[src/rtl/logic_arb_pkg.sv]
// Shared definitions for the shared logic-unit arbiter: op encodings and response FSM states.
package logic_arb_pkg;

  localparam logic [1:0] OP_AND  = 2'b00;
  localparam logic [1:0] OP_OR   = 2'b01;
  localparam logic [1:0] OP_XOR  = 2'b10;
  localparam logic [1:0] OP_NAND = 2'b11;

  typedef enum logic {
    ST_IDLE = 1'b0,
    ST_RESP = 1'b1
  } state_e;

endpackage

[src/rtl/logic_unit_arbiter_if.sv]
// Request/response bundle between the datapath clients (master) and the shared logic unit (slave).
interface logic_unit_arbiter_if #(
  parameter int unsigned NUM_REQ = 4,
  parameter int unsigned WIDTH   = 8
) ();

  localparam int unsigned IDW = $clog2(NUM_REQ);

  logic [NUM_REQ-1:0]       req_valid;
  logic [NUM_REQ-1:0]       req_ready;
  logic [2*NUM_REQ-1:0]     req_op;
  logic [WIDTH*NUM_REQ-1:0] req_a;
  logic [WIDTH*NUM_REQ-1:0] req_b;
  logic                     rsp_valid;
  logic                     rsp_ready;
  logic [IDW-1:0]           rsp_id;
  logic [WIDTH-1:0]         rsp_data;

  modport master (
    output req_valid, req_op, req_a, req_b, rsp_ready,
    input  req_ready, rsp_valid, rsp_id, rsp_data
  );

  modport slave (
    input  req_valid, req_op, req_a, req_b, rsp_ready,
    output req_ready, rsp_valid, rsp_id, rsp_data
  );

endinterface

[src/rtl/rr_arbiter.sv]
// Combinational round-robin picker: first requester after 'last', wrapping, wins.
module rr_arbiter #(
  parameter  int unsigned N   = 4,
  localparam int unsigned IDW = $clog2(N)
) (
  input  logic [N-1:0]   req,
  input  logic [IDW-1:0] last,
  output logic [N-1:0]   gnt,
  output logic [IDW-1:0] index,
  output logic           any
);

  int unsigned pos;

  always_comb begin
    gnt   = '0;
    index = '0;
    any   = 1'b0;
    pos   = 0;
    for (int unsigned k = 1; k <= N; k++) begin
      pos = (32'(last) + k) % N;
      if (!any && req[pos]) begin
        any      = 1'b1;
        gnt[pos] = 1'b1;
        index    = IDW'(pos);
      end
    end
  end

endmodule

[src/rtl/logic_unit_arbiter.sv]
// One bitwise logic unit shared by NUM_REQ clients; round-robin accept, registered tagged response.
module logic_unit_arbiter
  import logic_arb_pkg::*;
#(
  parameter  int unsigned NUM_REQ = 4,
  parameter  int unsigned WIDTH   = 8,
  localparam int unsigned IDW     = $clog2(NUM_REQ)
) (
  input logic                 clk,
  input logic                 rst_n,
  logic_unit_arbiter_if.slave bus
);

  state_e               state_q, state_d;
  logic [IDW-1:0]       last_grant_q, last_grant_d;
  logic [IDW-1:0]       rsp_id_q, rsp_id_d;
  logic [WIDTH-1:0]     rsp_data_q, rsp_data_d;
  logic                 run_q, run_d;

  logic [NUM_REQ-1:0]   gnt;
  logic [IDW-1:0]       win_idx;
  logic                 any_req;
  logic                 slot_open;
  logic [NUM_REQ-1:0]   req_ready_c;
  logic [1:0]           op_sel;
  logic [WIDTH-1:0]     a_sel, b_sel, result;

  rr_arbiter #(.N(NUM_REQ)) u_rr (
    .req   (bus.req_valid),
    .last  (last_grant_q),
    .gnt   (gnt),
    .index (win_idx),
    .any   (any_req)
  );

  // Operand mux keyed on the one-hot grant, then the bitwise op.
  always_comb begin
    op_sel = OP_AND;
    a_sel  = '0;
    b_sel  = '0;
    for (int unsigned i = 0; i < NUM_REQ; i++) begin
      if (gnt[i]) begin
        op_sel = bus.req_op[2*i +: 2];
        a_sel  = bus.req_a[WIDTH*i +: WIDTH];
        b_sel  = bus.req_b[WIDTH*i +: WIDTH];
      end
    end
    result = a_sel & b_sel;
    unique case (op_sel)
      OP_AND:  result = a_sel & b_sel;
      OP_OR:   result = a_sel | b_sel;
      OP_XOR:  result = a_sel ^ b_sel;
      OP_NAND: result = ~(a_sel & b_sel);
      default: result = a_sel & b_sel;
    endcase
  end

  // run_q keeps accepts off until the first clock after reset release.
  always_comb begin
    state_d      = state_q;
    last_grant_d = last_grant_q;
    rsp_id_d     = rsp_id_q;
    rsp_data_d   = rsp_data_q;
    run_d        = 1'b1;
    req_ready_c  = '0;
    slot_open    = run_q && ((state_q == ST_IDLE) || bus.rsp_ready);

    if (slot_open && any_req) begin
      req_ready_c  = gnt;
      state_d      = ST_RESP;
      last_grant_d = win_idx;
      rsp_id_d     = win_idx;
      rsp_data_d   = result;
    end else if ((state_q == ST_RESP) && bus.rsp_ready) begin
      state_d = ST_IDLE;
    end
  end

  always_ff @(posedge clk or negedge rst_n) begin
    if (!rst_n) begin
      state_q      <= ST_IDLE;
      last_grant_q <= IDW'(NUM_REQ - 1);
      rsp_id_q     <= '0;
      rsp_data_q   <= '0;
      run_q        <= 1'b0;
    end else begin
      state_q      <= state_d;
      last_grant_q <= last_grant_d;
      rsp_id_q     <= rsp_id_d;
      rsp_data_q   <= rsp_data_d;
      run_q        <= run_d;
    end
  end

  assign bus.req_ready = req_ready_c;
  assign bus.rsp_valid = (state_q == ST_RESP);
  assign bus.rsp_id    = rsp_id_q;
  assign bus.rsp_data  = rsp_data_q;

endmodule

[src/flat_wrapper.sv]
// flat-port wrapper written by rule: the top's interface ports become plain ports
module logic_unit_arbiter_flat import logic_arb_pkg::*;
#(
  parameter  int unsigned NUM_REQ = 4,
  parameter  int unsigned WIDTH   = 8,
  localparam int unsigned IDW     = $clog2(NUM_REQ)
)
  (clk, rst_n, bus_req_valid, bus_req_op, bus_req_a, bus_req_b, bus_rsp_ready, bus_req_ready, bus_rsp_valid, bus_rsp_id, bus_rsp_data);
  logic_unit_arbiter_if #(.NUM_REQ(NUM_REQ), .WIDTH(WIDTH)) bus_i ();
  input logic clk;
  input logic rst_n;
  input wire logic [$bits(bus_i.req_valid)-1:0] bus_req_valid;
  input wire logic [$bits(bus_i.req_op)-1:0] bus_req_op;
  input wire logic [$bits(bus_i.req_a)-1:0] bus_req_a;
  input wire logic [$bits(bus_i.req_b)-1:0] bus_req_b;
  input wire logic [$bits(bus_i.rsp_ready)-1:0] bus_rsp_ready;
  output wire logic [$bits(bus_i.req_ready)-1:0] bus_req_ready;
  output wire logic [$bits(bus_i.rsp_valid)-1:0] bus_rsp_valid;
  output wire logic [$bits(bus_i.rsp_id)-1:0] bus_rsp_id;
  output wire logic [$bits(bus_i.rsp_data)-1:0] bus_rsp_data;
  assign bus_i.req_valid = bus_req_valid;
  assign bus_i.req_op = bus_req_op;
  assign bus_i.req_a = bus_req_a;
  assign bus_i.req_b = bus_req_b;
  assign bus_i.rsp_ready = bus_rsp_ready;
  assign bus_req_ready = bus_i.req_ready;
  assign bus_rsp_valid = bus_i.rsp_valid;
  assign bus_rsp_id = bus_i.rsp_id;
  assign bus_rsp_data = bus_i.rsp_data;
  logic_unit_arbiter #(.NUM_REQ(NUM_REQ), .WIDTH(WIDTH)) u_core (.clk(clk), .rst_n(rst_n), .bus(bus_i));
endmodule
[config.mk]
export PLATFORM = sky130hd
export DESIGN_NAME = logic_unit_arbiter_flat
export DESIGN_NICKNAME = d
export VERILOG_FILES = /design/src/rtl/logic_arb_pkg.sv /design/src/rtl/logic_unit_arbiter_if.sv /design/src/rtl/rr_arbiter.sv /design/src/rtl/logic_unit_arbiter.sv /design/src/flat_wrapper.sv
export SDC_FILE = /design/constraint.sdc
export NUM_CORES = 1
export LEC_CHECK = 0
export BUFFER_PORTS_ARGS = -buffer_cell sky130_fd_sc_hd__buf_2
export CORE_AREA = 2 2 87 89
export CTS_CLUSTER_DIAMETER = 40
export DETAILED_ROUTE_END_ITERATION = 16
export DIE_AREA = 0 0 89 91
export SYNTH_ARGS = -nofsm -noshare
export SYNTH_HDL_FRONTEND = slang
export SYNTH_SLANG_ARGS = --single-unit
[constraint.sdc]
create_clock -name clk -period 5.6 [get_ports clk]
set_input_delay 0.56 -clock clk [delete_from_list [all_inputs] [get_ports clk]]
set_output_delay 0.56 -clock clk [all_outputs]
set_load 0.01 [all_outputs]
==> flow_summary.toml, run 1 <==
[placement]
dpl.cell_count = 465
port_buffers = 93
globalplace.congestion = 0.794
placement.cell_area_sq_um = 2930
post-dp-hpwl_mm = 5.09

[grt]
use_met2_pct = 26.5
grt_pass1_vias = 2226
grt_pass1_wl_mm = 10.1
grt_use_met1_pct = 19.5
grtUsageMet3_pct = 1.45
grt_usage_pct = 15.1
grt_overflow = 0
antenna_found_initial = 0
top_usage_layer = "met2"
grt_max_degree = 50

[synthesis]
yosysWarnings = 0
avgSynthCellArea_sq_um = 8.44
synth-async-reset-ratio_pct = 100
ys_ff_latch = 14
syn_area_sq_um = 2460
yosysSeqAreaShare_pct = 14.3
synth_ff_type = "dfrtp_1"
syn_nets = 395
synthCells = 292
yosysUniqueCellTypes = 54
synth_edf_count = 0

[critical_path]
start_kind = "flip-flop"
crit_required_ns = 5.76
r2r-end = "u_core.bus.rsp_data[7]$_DFFE_PN0P_"
endpoint_kind = "flip-flop"
arrival_ns = 5.17
rr_worst_depth = 13
cpPeakStageDelay_ns = 0.67
crit_fanout = 20
rrSetupSlack_ns = 0.59
crit_chain = "clkinv_1 -> ha_1 -> mux4_2 -> nor2_1 -> a211o_1 -> nor2_1 -> a22o_1 -> mux2i_1 -> o21ai_0 -> ha_1 -> or2_2 -> o221a_1 -> a31oi_1"
critPathSlowestCell = "dfstp_2"
critical_path_class = "reg -> reg"
r2r_start = "u_core.last_grant_q[0]$_DFFE_PN1P_"

[route]
dr_total_vias = 2392
ant_nets = 0
drt_iter0_drc = 78
via_per_inst = 5.10
post_drt_wl_per_cell_um = 13.6
totalWireLength_mm = 6.39
dr.pass1.iters = 4
drc_errors = 0

[floorplan]
die_w_um = 89
num_rows = 31
coreArea_sq_um = 7140
die_area_sq_um = 8100
ioPinCount = 94
start_util_pct = 34.5
die_h_um = 91

[clocking]
post-cts-setup-buffers = 0
clockRootBuffer = "clkbuf_8"
ctsResizeCount = 0
cts-hold-fix-buffers = 0
clkTransAtPathRegs_ns = 0.06
cts_tree = "done"
cts_num_sinks = 14
htreeDepth = 1
cts_buffers = 3
clk_latency_ns = 0.24
clk_path_buf_depth = 2

[timing]
fin_skew_ns = 0.00190
fin_tns_setup_ns = 0
fin_crit_sh_pct = 89.4
relSlewSlack_pct = 32.5
worst_slew_pin_slew_ns = 1.01
post-route-min-period_ns = 5.01
max_freq_ghz = 0.200
slew_violations = 0
rsz0062_at_grt = "false"
hold_viol = 0
finalSetupViolCount = 0

[final_layout]
num-fill-cells = 755
post-route-util_pct = 41.8
fin_area_sq_um = 2980
fin_cells = 469
nets = 474
final_layout_size_suffix_gt1_share_pct = 33.5
final_common_cell = "buf_2"
antenna_cells = 0
syn_to_final_growth_pct = 21.0
final_cell_mix = "buf_2, nand2_1, ha_1"

[run_status]
status = "completed"

[power_and_ir_drop]
powerDensity_nw_per_um2 = 773
finalPower_mw = 2.31
ir_worst_vdd_mv = 0.356
p_leak_nw = 1.39

[min_path]
hold_class = "in -> async"

[run]
max-cap-violations = 0
synthesized netlist by cell type (all sizes together), types with 2 or more instances:
cell	number	area [sq um]
nand2	25	96.4
ha	24	300
o21ai	24	124
nor2	18	67.6
a22o	17	158
buf	17	134
mux2i	17	170
o21a	16	120
inv	15	56.3
dfrtp	12	300
a221oi	10	131
and2	10	62.6
a211o	9	78.8
a31oi	9	56.3
nor2b	8	50.1
o211ai	8	60.1
clkbuf	6	23.8
a221o	5	50.1
nand2b	5	31.3
a21oi	4	38.8
a22oi	3	50.1
mux4	3	67.6
nor3	3	15.0
or2b	3	22.5
a21o	2	15.0
dfstp	2	52.6
o31ai	2	15.0
how the worst max path moves through the flow:
stage | start | to | slack (ns) | cells after the start
floorplan | u_core.last_grant_q[0]$_DFFE_PN1P_ | u_core.bus.rsp_data[7]$_DFFE_PN0P_ | 1.45 | 17
global placement | u_core.last_grant_q[0]$_DFFE_PN1P_ | u_core.bus.rsp_data[5]$_DFFE_PN0P_ | 0.67 | 14
finish | u_core.last_grant_q[0]$_DFFE_PN1P_ | u_core.bus.rsp_data[7]$_DFFE_PN0P_ | 0.59 | 13
detailed placement | u_core.last_grant_q[0]$_DFFE_PN1P_ | u_core.bus.rsp_data[7]$_DFFE_PN0P_ | 0.61 | 13
CTS | u_core.last_grant_q[0]$_DFFE_PN1P_ | u_core.bus.rsp_data[7]$_DFFE_PN0P_ | 0.59 | 13
global route | u_core.last_grant_q[0]$_DFFE_PN1P_ | u_core.bus.rsp_data[7]$_DFFE_PN0P_ | 0.24 | 13
layout make-up:
class                   instances  area (sq um)  area share (%)
clock buffers                   4          55.1            1.85
inverters                      16          60.1            2.01
multi-input cells             239          1900            63.5
flip-flops and latches         14           353            11.8
well taps                      99           124            4.15
repair buffers                 97           495            16.6
power breakdown:
group          leakage [nW]  total [mW]  switching [mW]  internal, mW
sequential            0.159       0.208          0.0525         0.156
clock                0.0288      0.0965          0.0344        0.0621
combinational          1.20        2.00            1.12         0.884
registers in the layout (all words and copies together), names as in the netlist:
register / flops
u_core.bus.rsp_data: 8
u_core.bus.rsp_valid: 1
u_core.run_q: 1
u_core.last_grant_q: 2
u_core.bus.rsp_id: 2
per-layer routing:
metal	wire [um]	part of all wire [%]	vias to the layer above
li1	-	-	1246
met1	2960	46	1049
met2	2820	44	91
met3	523	8.2	6
met4	83	1.3	0
met5	0	0	-
worst max-delay path: cells and delay by family (launching register included):
kind | cells | cell delay [ns]
compound gates | 5 | 1.39
fa+ha+maj | 2 | 0.81
buf+inv | 1 | 0.32
flops | 1 | 0.67
mux | 2 | 0.73
simple gates | 3 | 1.00
cells by family (layout without fill, tap and decap cells):
logic type	count (synthesis)	in the layout	synth area share [%]
adder cells (fa/ha/maj)	24	24	12.2
other	1	1	0.152
buffers and inverters	39	117	8.83
AO/OA/AOI/OAI	114	114	38.3
multiplexers	21	21	10.1
AND/OR/NAND/NOR	79	79	16.1
flip-flops	14	14	14.3
per-stage QoR:
step                hold slack, ns  setup slack (ns)
floorplan                    0.264              1.45
global placement             0.460             0.669
detailed placement           0.465             0.614
CTS                          0.217             0.594
global route                 0.225             0.238
finish                       0.208             0.591
Power figures use the tool's default switching activity.
==> inputs of run 2 (changes only) <==
--- a/config.mk
+++ b/config.mk
@@ -6,10 +6,11 @@
 export NUM_CORES = 1
 export LEC_CHECK = 0
 export BUFFER_PORTS_ARGS = -buffer_cell sky130_fd_sc_hd__buf_2
-export CORE_AREA = 2 2 87 89
+export CORE_AREA = 4 4 76 78
 export CTS_CLUSTER_DIAMETER = 40
 export DETAILED_ROUTE_END_ITERATION = 16
-export DIE_AREA = 0 0 89 91
+export DIE_AREA = 0 0 80 82
+export PLACE_DENSITY = 0.79
 export SYNTH_ARGS = -nofsm -noshare
 export SYNTH_HDL_FRONTEND = slang
 export SYNTH_SLANG_ARGS = --single-unit
==> run 2 against run 1 <==
Effect of this change: final cell count decreased by 6.6%; sequential cell count unchanged; register-to-register slack got worse by 0.02 ns; core utilization increased by 16 points; clock skew increased by 0.0027 ns; count of clock-buffer cells in the layout unchanged; power increased by 0.12%; critical path depth unchanged; hold slack improved by 0.0037 ns; non-clock buffer count decreased by 2; via count increased by 3.5%; critical path type unchanged; largest power group unchanged.
==> flow_summary.toml, run 2 (same netlist as run 1, synthesis figures left out) <==
[final_layout]
antenna_cells = 0
seqCellArea_sq_um = 353
final_layout_size_suffix_gt1_share_pct = 33.2
final_cell_mix = "buf_2, nand2_1, ha_1"
fin_cells = 438
multiInputGateArea_sq_um = 1900
nets = 472
syn_to_final_growth_pct = 18.9
final_common_cell = "buf_2"
largest_reg_flops = 8
num-fill-cells = 455

[critical_path]
crit_chain = "clkinv_1 -> ha_1 -> mux4_2 -> nor2_1 -> a211o_1 -> nor2_1 -> a22o_1 -> mux2i_1 -> o21ai_0 -> ha_1 -> and2_1 -> a221oi_2 -> a31oi_1"
crit_fanout = 20
cpPeakStageDelay_ns = 0.65
crit_required_ns = 5.71
endpoint_kind = "flip-flop"
critPathSlowestCell = "dfstp_2"
rr_worst_depth = 13
r2r-end = "u_core.bus.rsp_data[2]$_DFFE_PN0P_"
start_kind = "flip-flop"
arrival_ns = 5.14
r2r_start = "u_core.last_grant_q[0]$_DFFE_PN1P_"
critical_path_class = "reg -> reg"
rrSetupSlack_ns = 0.57

[clocking]
cts-hold-fix-buffers = 0
cts_tree = "done"
ctsResizeCount = 0
htreeDepth = 1
post-cts-setup-buffers = 0
clk_path_buf_depth = 2
clkTransAtPathRegs_ns = 0.06
cts_buffers = 3
clk_latency_ns = 0.24
clockRootBuffer = "clkbuf_8"
cts_num_sinks = 14

[floorplan]
start_util_pct = 48.6
die_w_um = 80
ioPinCount = 94
die_h_um = 82
die_area_sq_um = 6560
coreArea_sq_um = 5070
num_rows = 26

[grt]
grt_usage_pct = 19.1
grt_overflow = 0
grt_pass1_vias = 2276
grt_pass1_wl_mm = 10.2
grt_max_degree = 55
antenna_found_initial = 0

[timing]
worst_slew_pin_slew_ns = 1.05
fin_tns_setup_ns = 0
hold_viol = 0
fin_crit_sh_pct = 89.8
post-route-min-period_ns = 5.03
finalSetupViolCount = 0
max_freq_ghz = 0.199
relSlewSlack_pct = 29.5
fin_skew_ns = 0.00458
rsz0062_at_grt = "false"
slew_violations = 0

[placement]
globalplace.congestion = 0.837
dpl.cell_count = 434
port_buffers = 93
post-dp-hpwl_mm = 5.04

[min_path]
hold_class = "in -> async"

[route]
post_drt_wl_per_cell_um = 15.0
drc_errors = 0
dr_total_vias = 2475
ant_nets = 0
totalWireLength_mm = 6.57
drt_iter0_drc = 133
dr.pass1.iters = 4
via_per_inst = 5.65

[power_and_ir_drop]
ir_worst_vdd_mv = 0.421
powerDensity_nw_per_um2 = 788
p_leak_nw = 1.38

[run_status]
status = "completed"

[run]
max-cap-violations = 0
-- run 2: changes by cell type in the layout (fill, tap and decap cells not counted), sizes merged --
cell | before | now
buf | 97 | 95
-- run 2: worst max path at each step --
stage               cells past startpoint                          startpoint                            endpoint  slack [ns]
finish                                 13  u_core.last_grant_q[0]$_DFFE_PN1P_  u_core.bus.rsp_data[2]$_DFFE_PN0P_        0.57
global route                           14  u_core.last_grant_q[0]$_DFFE_PN1P_  u_core.bus.rsp_data[2]$_DFFE_PN0P_        0.15
CTS                                    14  u_core.last_grant_q[0]$_DFFE_PN1P_  u_core.bus.rsp_data[0]$_DFFE_PN0P_        0.59
detailed placement                     14  u_core.last_grant_q[0]$_DFFE_PN1P_  u_core.bus.rsp_data[2]$_DFFE_PN0P_        0.60
global placement                       14  u_core.last_grant_q[0]$_DFFE_PN1P_  u_core.bus.rsp_data[0]$_DFFE_PN0P_        0.75
floorplan                              17  u_core.last_grant_q[0]$_DFFE_PN1P_  u_core.bus.rsp_data[7]$_DFFE_PN0P_        1.45
-- run 2: final cells by class --
| class | count | area share, % |
|---|---|---|
| Sequential cell | 14 | 12.0 |
| Tap cell | 70 | 2.99 |
| Timing Repair Buffer | 95 | 16.4 |
| Clock buffer | 4 | 1.88 |
| Inverter | 16 | 2.05 |
| Multi-Input combinational cell | 239 | 64.7 |
-- run 2: stage by stage --
stage | instance area (sq um) | hold slack (ns) | total power, mW | utilization (%) | setup WS (ns)
after global routing | 2930 | 0.226 | 2.58 | 57.8 | 0.147
final | 2930 | 0.212 | 2.31 | 57.8 | 0.571
after CTS | 2930 | 0.217 | 2.32 | 57.8 | 0.590
after detailed placement | 2880 | 0.461 | 2.20 | 56.7 | 0.596
after floorplan | 2460 | 0.264 | 1.93 | - | 1.45
after global placement | 2880 | 0.461 | 2.14 | 56.7 | 0.750
-- run 2: power by group --
part	internal [mW]	total, mW	switching [mW]
clock network	0.0622	0.0986	0.0363
logic	0.874	2.00	1.13
registers	0.156	0.210	0.0543
total	1.09	2.31	1.22
-- run 2: critical path, delay by kind of cell, from the launching register on --
kind | cells | cell delay (ns)
buffers and inverters | 1 | 0.32
AOI/OAI and AO/OA | 5 | 1.40
muxes | 2 | 0.80
and+or+nand+nor | 3 | 0.91
adders and majority gates | 2 | 0.81
DFF | 1 | 0.65
-- run 2: per-layer routing --
metal	vias up	track usage, %	routed length, um
met4	0	3.21	15
met2	92	35.8	3160
met5	-	0	0
met1	1135	22.8	2780
met3	2	3.62	613
li1	1246	-	-
